[src/rtl/pulse_meter.sv]
// pulse_meter: measures high width, low width and period of a single-bit
// waveform in clock cycles and holds each result under a valid/ack handshake.
module pulse_meter #(
  parameter int WIDTH = 8
) (
  input  logic             clock,
  input  logic             reset,
  input  logic             signal,
  input  logic             ack,
  output logic [WIDTH-1:0] high_width,
  output logic [WIDTH-1:0] low_width,
  output logic [WIDTH:0]   period,
  output logic             valid,
  output logic             overflow,
  output logic             missed
);

  typedef enum logic [1:0] {
    ST_WAIT = 2'd0,
    ST_ARM  = 2'd1,
    ST_HIGH = 2'd2,
    ST_LOW  = 2'd3
  } state_t;

  localparam logic [WIDTH-1:0] CMAX = '1;
  localparam logic [WIDTH-1:0] ONE  = WIDTH'(1);

  logic s1, s2, s3;
  logic rise, fall;
  logic [1:0] fill;
  logic primed;

  state_t state, state_nx;
  logic start_h, start_l, inc_h, inc_l, publish;

  logic [WIDTH-1:0] hcnt, lcnt;
  logic sat;

  // Three-flop synchronizer; s3 is only a delayed copy for edge detection.
  always_ff @(posedge clock) begin
    if (reset) begin
      s1 <= 1'b0;
      s2 <= 1'b0;
      s3 <= 1'b0;
    end else begin
      s1 <= signal;
      s2 <= s1;
      s3 <= s2;
    end
  end

  assign rise = s2 & ~s3;
  assign fall = ~s2 & s3;

  // The synchronizer restarts at zero, so s2 only reflects signal two edges
  // after reset. Until then a zero in s2 is the reset value, not a real low,
  // and trusting it would arm on a line that was already high at release.
  always_ff @(posedge clock) begin
    if (reset)              fill <= 2'd0;
    else if (fill != 2'd2)  fill <= fill + 2'd1;
  end

  assign primed = (fill == 2'd2);

  // FSM state register.
  always_ff @(posedge clock) begin
    if (reset) state <= ST_WAIT;
    else       state <= state_nx;
  end

  // Next state and datapath strobes.
  always_comb begin
    state_nx = state;
    start_h  = 1'b0;
    start_l  = 1'b0;
    inc_h    = 1'b0;
    inc_l    = 1'b0;
    publish  = 1'b0;
    case (state)
      ST_WAIT: begin
        if (primed && !s2) state_nx = ST_ARM;
      end
      ST_ARM: begin
        if (rise) begin
          start_h  = 1'b1;
          state_nx = ST_HIGH;
        end
      end
      ST_HIGH: begin
        if (fall) begin
          start_l  = 1'b1;
          state_nx = ST_LOW;
        end else begin
          inc_h = 1'b1;
        end
      end
      ST_LOW: begin
        if (rise) begin
          publish  = 1'b1;
          start_h  = 1'b1;
          state_nx = ST_HIGH;
        end else begin
          inc_l = 1'b1;
        end
      end
      default: state_nx = ST_WAIT;
    endcase
  end

  // Phase counters; they stick at CMAX and flag sat for the whole period.
  always_ff @(posedge clock) begin
    if (reset) begin
      hcnt <= '0;
      lcnt <= '0;
      sat  <= 1'b0;
    end else begin
      if (start_h) begin
        hcnt <= ONE;
        sat  <= 1'b0;
      end else if (inc_h) begin
        if (hcnt == CMAX) sat  <= 1'b1;
        else              hcnt <= hcnt + ONE;
      end
      if (start_l) begin
        lcnt <= ONE;
      end else if (inc_l) begin
        if (lcnt == CMAX) sat  <= 1'b1;
        else              lcnt <= lcnt + ONE;
      end
    end
  end

  // Result registers and handshake; a new publish beats a same-cycle ack.
  always_ff @(posedge clock) begin
    if (reset) begin
      high_width <= '0;
      low_width  <= '0;
      period     <= '0;
      overflow   <= 1'b0;
      valid      <= 1'b0;
      missed     <= 1'b0;
    end else if (publish) begin
      high_width <= hcnt;
      low_width  <= lcnt;
      period     <= {1'b0, hcnt} + {1'b0, lcnt};
      overflow   <= sat;
      valid      <= 1'b1;
      if (valid && !ack) missed <= 1'b1;
    end else if (ack) begin
      valid <= 1'b0;
    end
  end

endmodule

[config.mk]
export PLATFORM = sky130hd
export DESIGN_NAME = pulse_meter
export DESIGN_NICKNAME = d
export VERILOG_FILES = /design/src/rtl/pulse_meter.sv
export SDC_FILE = /design/constraint.sdc
export NUM_CORES = 1
export LEC_CHECK = 0
export BUFFER_PORTS_ARGS = -buffer_cell sky130_fd_sc_hd__buf_2
export CAP_MARGIN = 10
export CORE_ASPECT_RATIO = 0.7
export CORE_MARGIN = 2
export CORE_UTILIZATION = 51
export CTS_CLUSTER_DIAMETER = 60
export DETAILED_ROUTE_END_ITERATION = 6
export PLACE_DENSITY = 0.74
export SLEW_MARGIN = 0
export SYNTH_ARGS = -nofsm -noshare
export SYNTH_HDL_FRONTEND = slang
export SYNTH_SLANG_ARGS = --single-unit
[constraint.sdc]
create_clock -name clock -period 2.9 [get_ports clock]
set_clock_uncertainty 0.15 [all_clocks]
set_input_delay 0.29 -clock clock [delete_from_list [all_inputs] [get_ports clock]]
set_output_delay 0.29 -clock clock [all_outputs]
set_load 0.005 [all_outputs]
### Yosys cells after proc, flatten, opt, wreduce, memory -nomap -nowiden

Index checks and enable logic that the tools add are counted.

| cells by class | value |
|---|---|
| shift-type cells | 0 |
| order comparisons | 0 |
| bitwise operators | 6 |
| multipliers | 0 |
| equal/unequal tests | 12 |
| muxes and demuxes | 27 |
| reductions and logical operators | 17 |
| add/subtract/negate cells | 4 |
| divide/modulo/power cells | 0 |

Operators by type and width:

| kind | number |
|---|---|
| 1-bit 2-to-1 mux | 23 |
| 8-bit by 1-bit adder with 8-bit output (second input constant) | 2 |
| 8-bit equality test (second input constant) | 2 |
| 2-bit inequality test (second input constant) | 5 |
| 2-bit AND reduction | 5 |
| 8-bit by 8-bit adder with 9-bit output | 1 |
| 2-bit equality test (second input constant) | 3 |
| 2-bit 2-to-1 mux | 3 |
| 2-bit one-hot mux with 3 select lines | 1 |
| 2-bit nonzero test | 3 |
| 2-bit OR reduction | 3 |
| 1-bit NOT | 4 |
| 3-bit AND reduction | 1 |
| 2-bit by 1-bit adder with 2-bit output (second input constant) | 1 |
| 1-bit bitwise AND | 2 |
| 2-bit by 1-bit equality test with 1-bit output (second input constant) | 1 |
| 1-bit logical AND | 2 |
| 1-bit zero test | 2 |
| 2-bit zero test | 1 |
| 2-bit by 1-bit inequality test with 1-bit output (second input constant) | 1 |

| word-level totals | value |
|---|---|
| word-level logic and storage cells | 82 |
| latch bits | 0 |
| bits of input ports | 4 |
| bits in writable memories | 0 |
| memory bits (read-only) | 0 |
| memories kept | 0 |
| output and inout bits | 28 |
| flip-flop bits (word level) | 52 |

### Longest topological paths before layout

| depth | value |
|---|---|
| word-level depth | 9 |
| depth in mapped cells | 6 |

### Worst setup path before layout

OpenSTA, ideal clock, no wires.

| timing path | value |
|---|---|
| path type | reg2reg |
| start | reg hcnt[0] |
| end | reg period[6] |
| library setup time | 0.062 ns |
| stages on the path, launching flop included | 7 |
| period minus slack after synthesis | 2.022 ns |
| data arrival time | 1.810 ns |
| data required time | 2.688 ns |
| path slack | 0.878 ns |
| path buffers | 0 |
| cells stage by stage | dfxtp_1 -> ha_1 -> fa_1 -> a211oi_1 -> o21ai_0 -> a2111o_1 -> nand3_1 |

| on the way | value |
|---|---|
| longest elaborated chain between the ends | 1 |

Ends and longest elaborated chain:

| element | line | source |
|---|---|---|
| start, declared | 36 | `logic [WIDTH-1:0] hcnt, lcnt;` |
| start signal, assigned | 122 | `else hcnt <= hcnt + ONE;` |
| 8-bit by 8-bit adder with 9-bit output | 145 | `period <= {1'b0, hcnt} + {1'b0, lcnt};` |
| end signal, assigned | 145 |  |
| end, declared | 12 | `output logic [WIDTH:0] period,` |

No other way between the ends.
A chain may end at the register's enable or synchronous reset.

### Worst setup path in the final report

Same ends and word-level chain as after synthesis.

==> impl_results.md <==
* Post-Layout Cell Count at 365
* RSZ-0062 raised after global routing: false
* IO buf count at 31
* RePlAce Congestion at between 0.8 and 0.9
* DRC violation count after routing at 0
* Post-synthesis sequential element count at 52
* Nets at approximately 330
* Crit-path max cell delay at 0.42 ns
* Initial DRT Pass Iterations at 4
* Worst path depth at 6
* Grt ovf at 0
* Row count at 20
* Initial DRC count at 174
* Power Density at 470 nW/µm²
* Final Hold Viols at 0
* Predominant post-synthesis flop cell: dfxtp_1
* EDFF count, synth at 0
* Worst R2R Setup Slack at roughly 0.73 ns
* Hold Path End: s1
* WP data required at 3.00 ns
* Crit start category: flop
* Worst hold path class: in -> reg
* Initial antenna violation count at 0
* Final core occ at between 60% and 70%
* Total number of vias at approximately 2.1k
* Post-Route WL at just over 5 mm
* Placed Area at 2580 µm²
* Final min period at approximately 2.2 ns
* Peak supply drop at 413 µV
* Vias in the first global route at ~1.8k
* H-tree lvl count at 2
* Relative slew slack at a little under half
* Setup TNS at 0 ns
* Final Cycle Share at around 75%
* Max cap viols at 0
* Run status: completed
* Synth top area cells: dfxtp_1 (43%), a21oi_1 (7.7%), nand2_1 (7.7%)
* Asr flop ratio synth at 0%
* Placed insts at about 360
* Die area at about 5300 µm²
* Hold depth at 2
* Area delta synth->final at 11.4%
* Slew Viols, Final at 0
* Clk sinks at 52
* Clock Tree Root: clkbuf_8
* Worst path bufs/invs at 0
* Hold Crit Start: signal
* Final setup viols at 0
* Max Clock Freq at about 460 MHz
* ANT nets after route at 0
* Routed vias/inst at around 5.8
* Worst slew pin tran at just over 0.8 ns
* Design Area, Final at 2680 µm²
* Cell taking the most area after synthesis: dfxtp_1
* Largest net degree at the start of global routing at between 40 and 50
* Clock Path Buffers at 2
* CP Class: reg -> reg
* Synth Instances at 283
* PostCTS Resize Cnt at 0
* Worst-path clk slew at roughly 0.080 ns
* Die height at just over 60 µm
* CP Capture Type: flop
* Cells on worst reg2reg path at 6
* Yosys Warn Count at 0
* Worst path top cell family by delay: compound AO/OA/AOI/OAI gates
* WL per Instance at 14.1 µm
* # hold bufs at CTS at 0
* Global-route wire length before repair at about 8.5 mm
* LEAKAGE at a little over 1 nW
* Total global-route track usage at roughly a fifth
* TritonCTS clock tree: done
* Area share of the largest cell type after synthesis at a little over two fifths
* CP max stage cell: fa_1
* Chip width at around 86 µm
* N_diodes at 0
* Postcts setup bufs at 0
* WP data arrival at between 2 and 2.5 ns
* Share of cells above drive strength 1 at 14.5%
* RR Startpoint: hcnt[0]
* Post-synth cell types at 47
* CP Cell Sequence: ha_1 > fa_1 > a211oi_1 > o21ai_0 > a2111o_1 > nand3_1
* Dpl hpwl at ~3.7 mm
* Reg2reg end: period[6]
* I/O pin count at 32
* Count leader, synth: dfxtp_1
* Avg Inst Size Synth at between 8 and 9 µm²
* Sequential area share after synthesis at about 43%
* Post-synth top cells: dfxtp_1 (52), nand2_1 (49), a21oi_1 (37), nor2_1 (14)
* Synthesized area at roughly 2400 µm²
* Worst Path Max Fanout at 6
* Synthesized net count at about 300
* Core area at about 4400 µm²
* Effective utilization at floorplan at between 50% and 60%
* Clock buffer count from CTS at 5
* Clock Latency Late Sink at 0.31 ns
-- flip-flops by register name, summed over array words and instances, names as in the netlist, 2 cells and up --
name        count
low_width       8
hcnt            8
period          9
state           2
fill            2
lcnt            8
high_width      8
-- stage by stage --
step / hold WS [ns] / power (mW) / setup WS (ns)
after floorplan: 0.264 / 0.839 / 0.878
after global placement: 0.271 / 0.853 / 0.776
after detailed placement: 0.283 / 0.855 / 0.749
after CTS: 0.0479 / 1.26 / 0.727
after global routing: 0.0535 / 1.32 / 0.600
final: 0.0524 / 1.26 / 0.730
-- cell families after synthesis --
group                    count (synthesis)  share of synthesized area [%]
buffers and inverters                   19                           3.12
flip-flops                              52                           43.3
XOR/XNOR                                 2                          0.729
AND/OR/NAND/NOR                        117                           24.6
AO/OA/AOI/OAI                           80                           21.2
adder cells (fa/ha/maj)                 12                           6.56
multiplexers                             1                          0.417
-- worst max path at each step --
stage / start / to / slack (ns)
after CTS: hcnt[0] / period[6] / 0.73
after global routing: lcnt[0] / period[6] / 0.60
after global placement: hcnt[0] / period[6] / 0.78
after detailed placement: hcnt[0] / period[6] / 0.75
final: hcnt[0] / period[6] / 0.73
after floorplan: hcnt[0] / period[6] / 0.88
-- cells in the final DEF, fill, tap and decap left out, types with 3 or more instances in the layout --
| cell type | instances |
|---|---|
| dfxtp_1 | 52 |
| nand2_1 | 49 |
| a21oi_1 | 37 |
| buf_2 | 31 |
| nor2_1 | 14 |
| o21ai_0 | 11 |
| ha_1 | 11 |
| nand3_1 | 9 |
| o311ai_0 | 6 |
| o41ai_1 | 6 |
| clkbuf_8 | 6 |
| inv_1 | 5 |
| nand4_1 | 5 |
| nor2b_1 | 5 |
| or4_1 | 5 |
| a211oi_1 | 4 |
| o31ai_1 | 4 |
| nand2b_1 | 3 |
| nor3_1 | 3 |
| nand3b_1 | 3 |
| and3_1 | 3 |
| and2_1 | 3 |
| or3_1 | 3 |
-- cell type report --
type | instances | area, µm²
sequential | 52 | 1040
timing repair buffer | 33 | 170
clock buffer | 8 | 90.1
fill | 401 | 1750
tap | 55 | 68.8
multi-input combinational | 212 | 1290
inverter | 5 | 18.8
-- metal layers --
metal  track usage, %  wire, µm  vias to the layer above
met4             6.58        32                        0
li1                 -         -                     1086
met3             4.83       320                        5
met2             30.2      2160                       55
met5                0         0                        -
met1             30.6      2630                      964
-- power by group --
part / internal (mW) / leakage, nW / switching, mW
sequential: 0.735 / 0.420 / 0.0197
combinational: 0.0351 / 0.556 / 0.0492
clock: 0.195 / 0.0455 / 0.223
total: 0.965 / 1.02 / 0.292
-- worst register-to-register path: cells and delay by family, from the launching register on --
kind            cells  cell delay, ns
flops               1            0.36
simple gates        1            0.08
compound gates      3            0.87
fa+ha+maj           2            0.66
No activity file was read; power rests on OpenSTA's default activity.
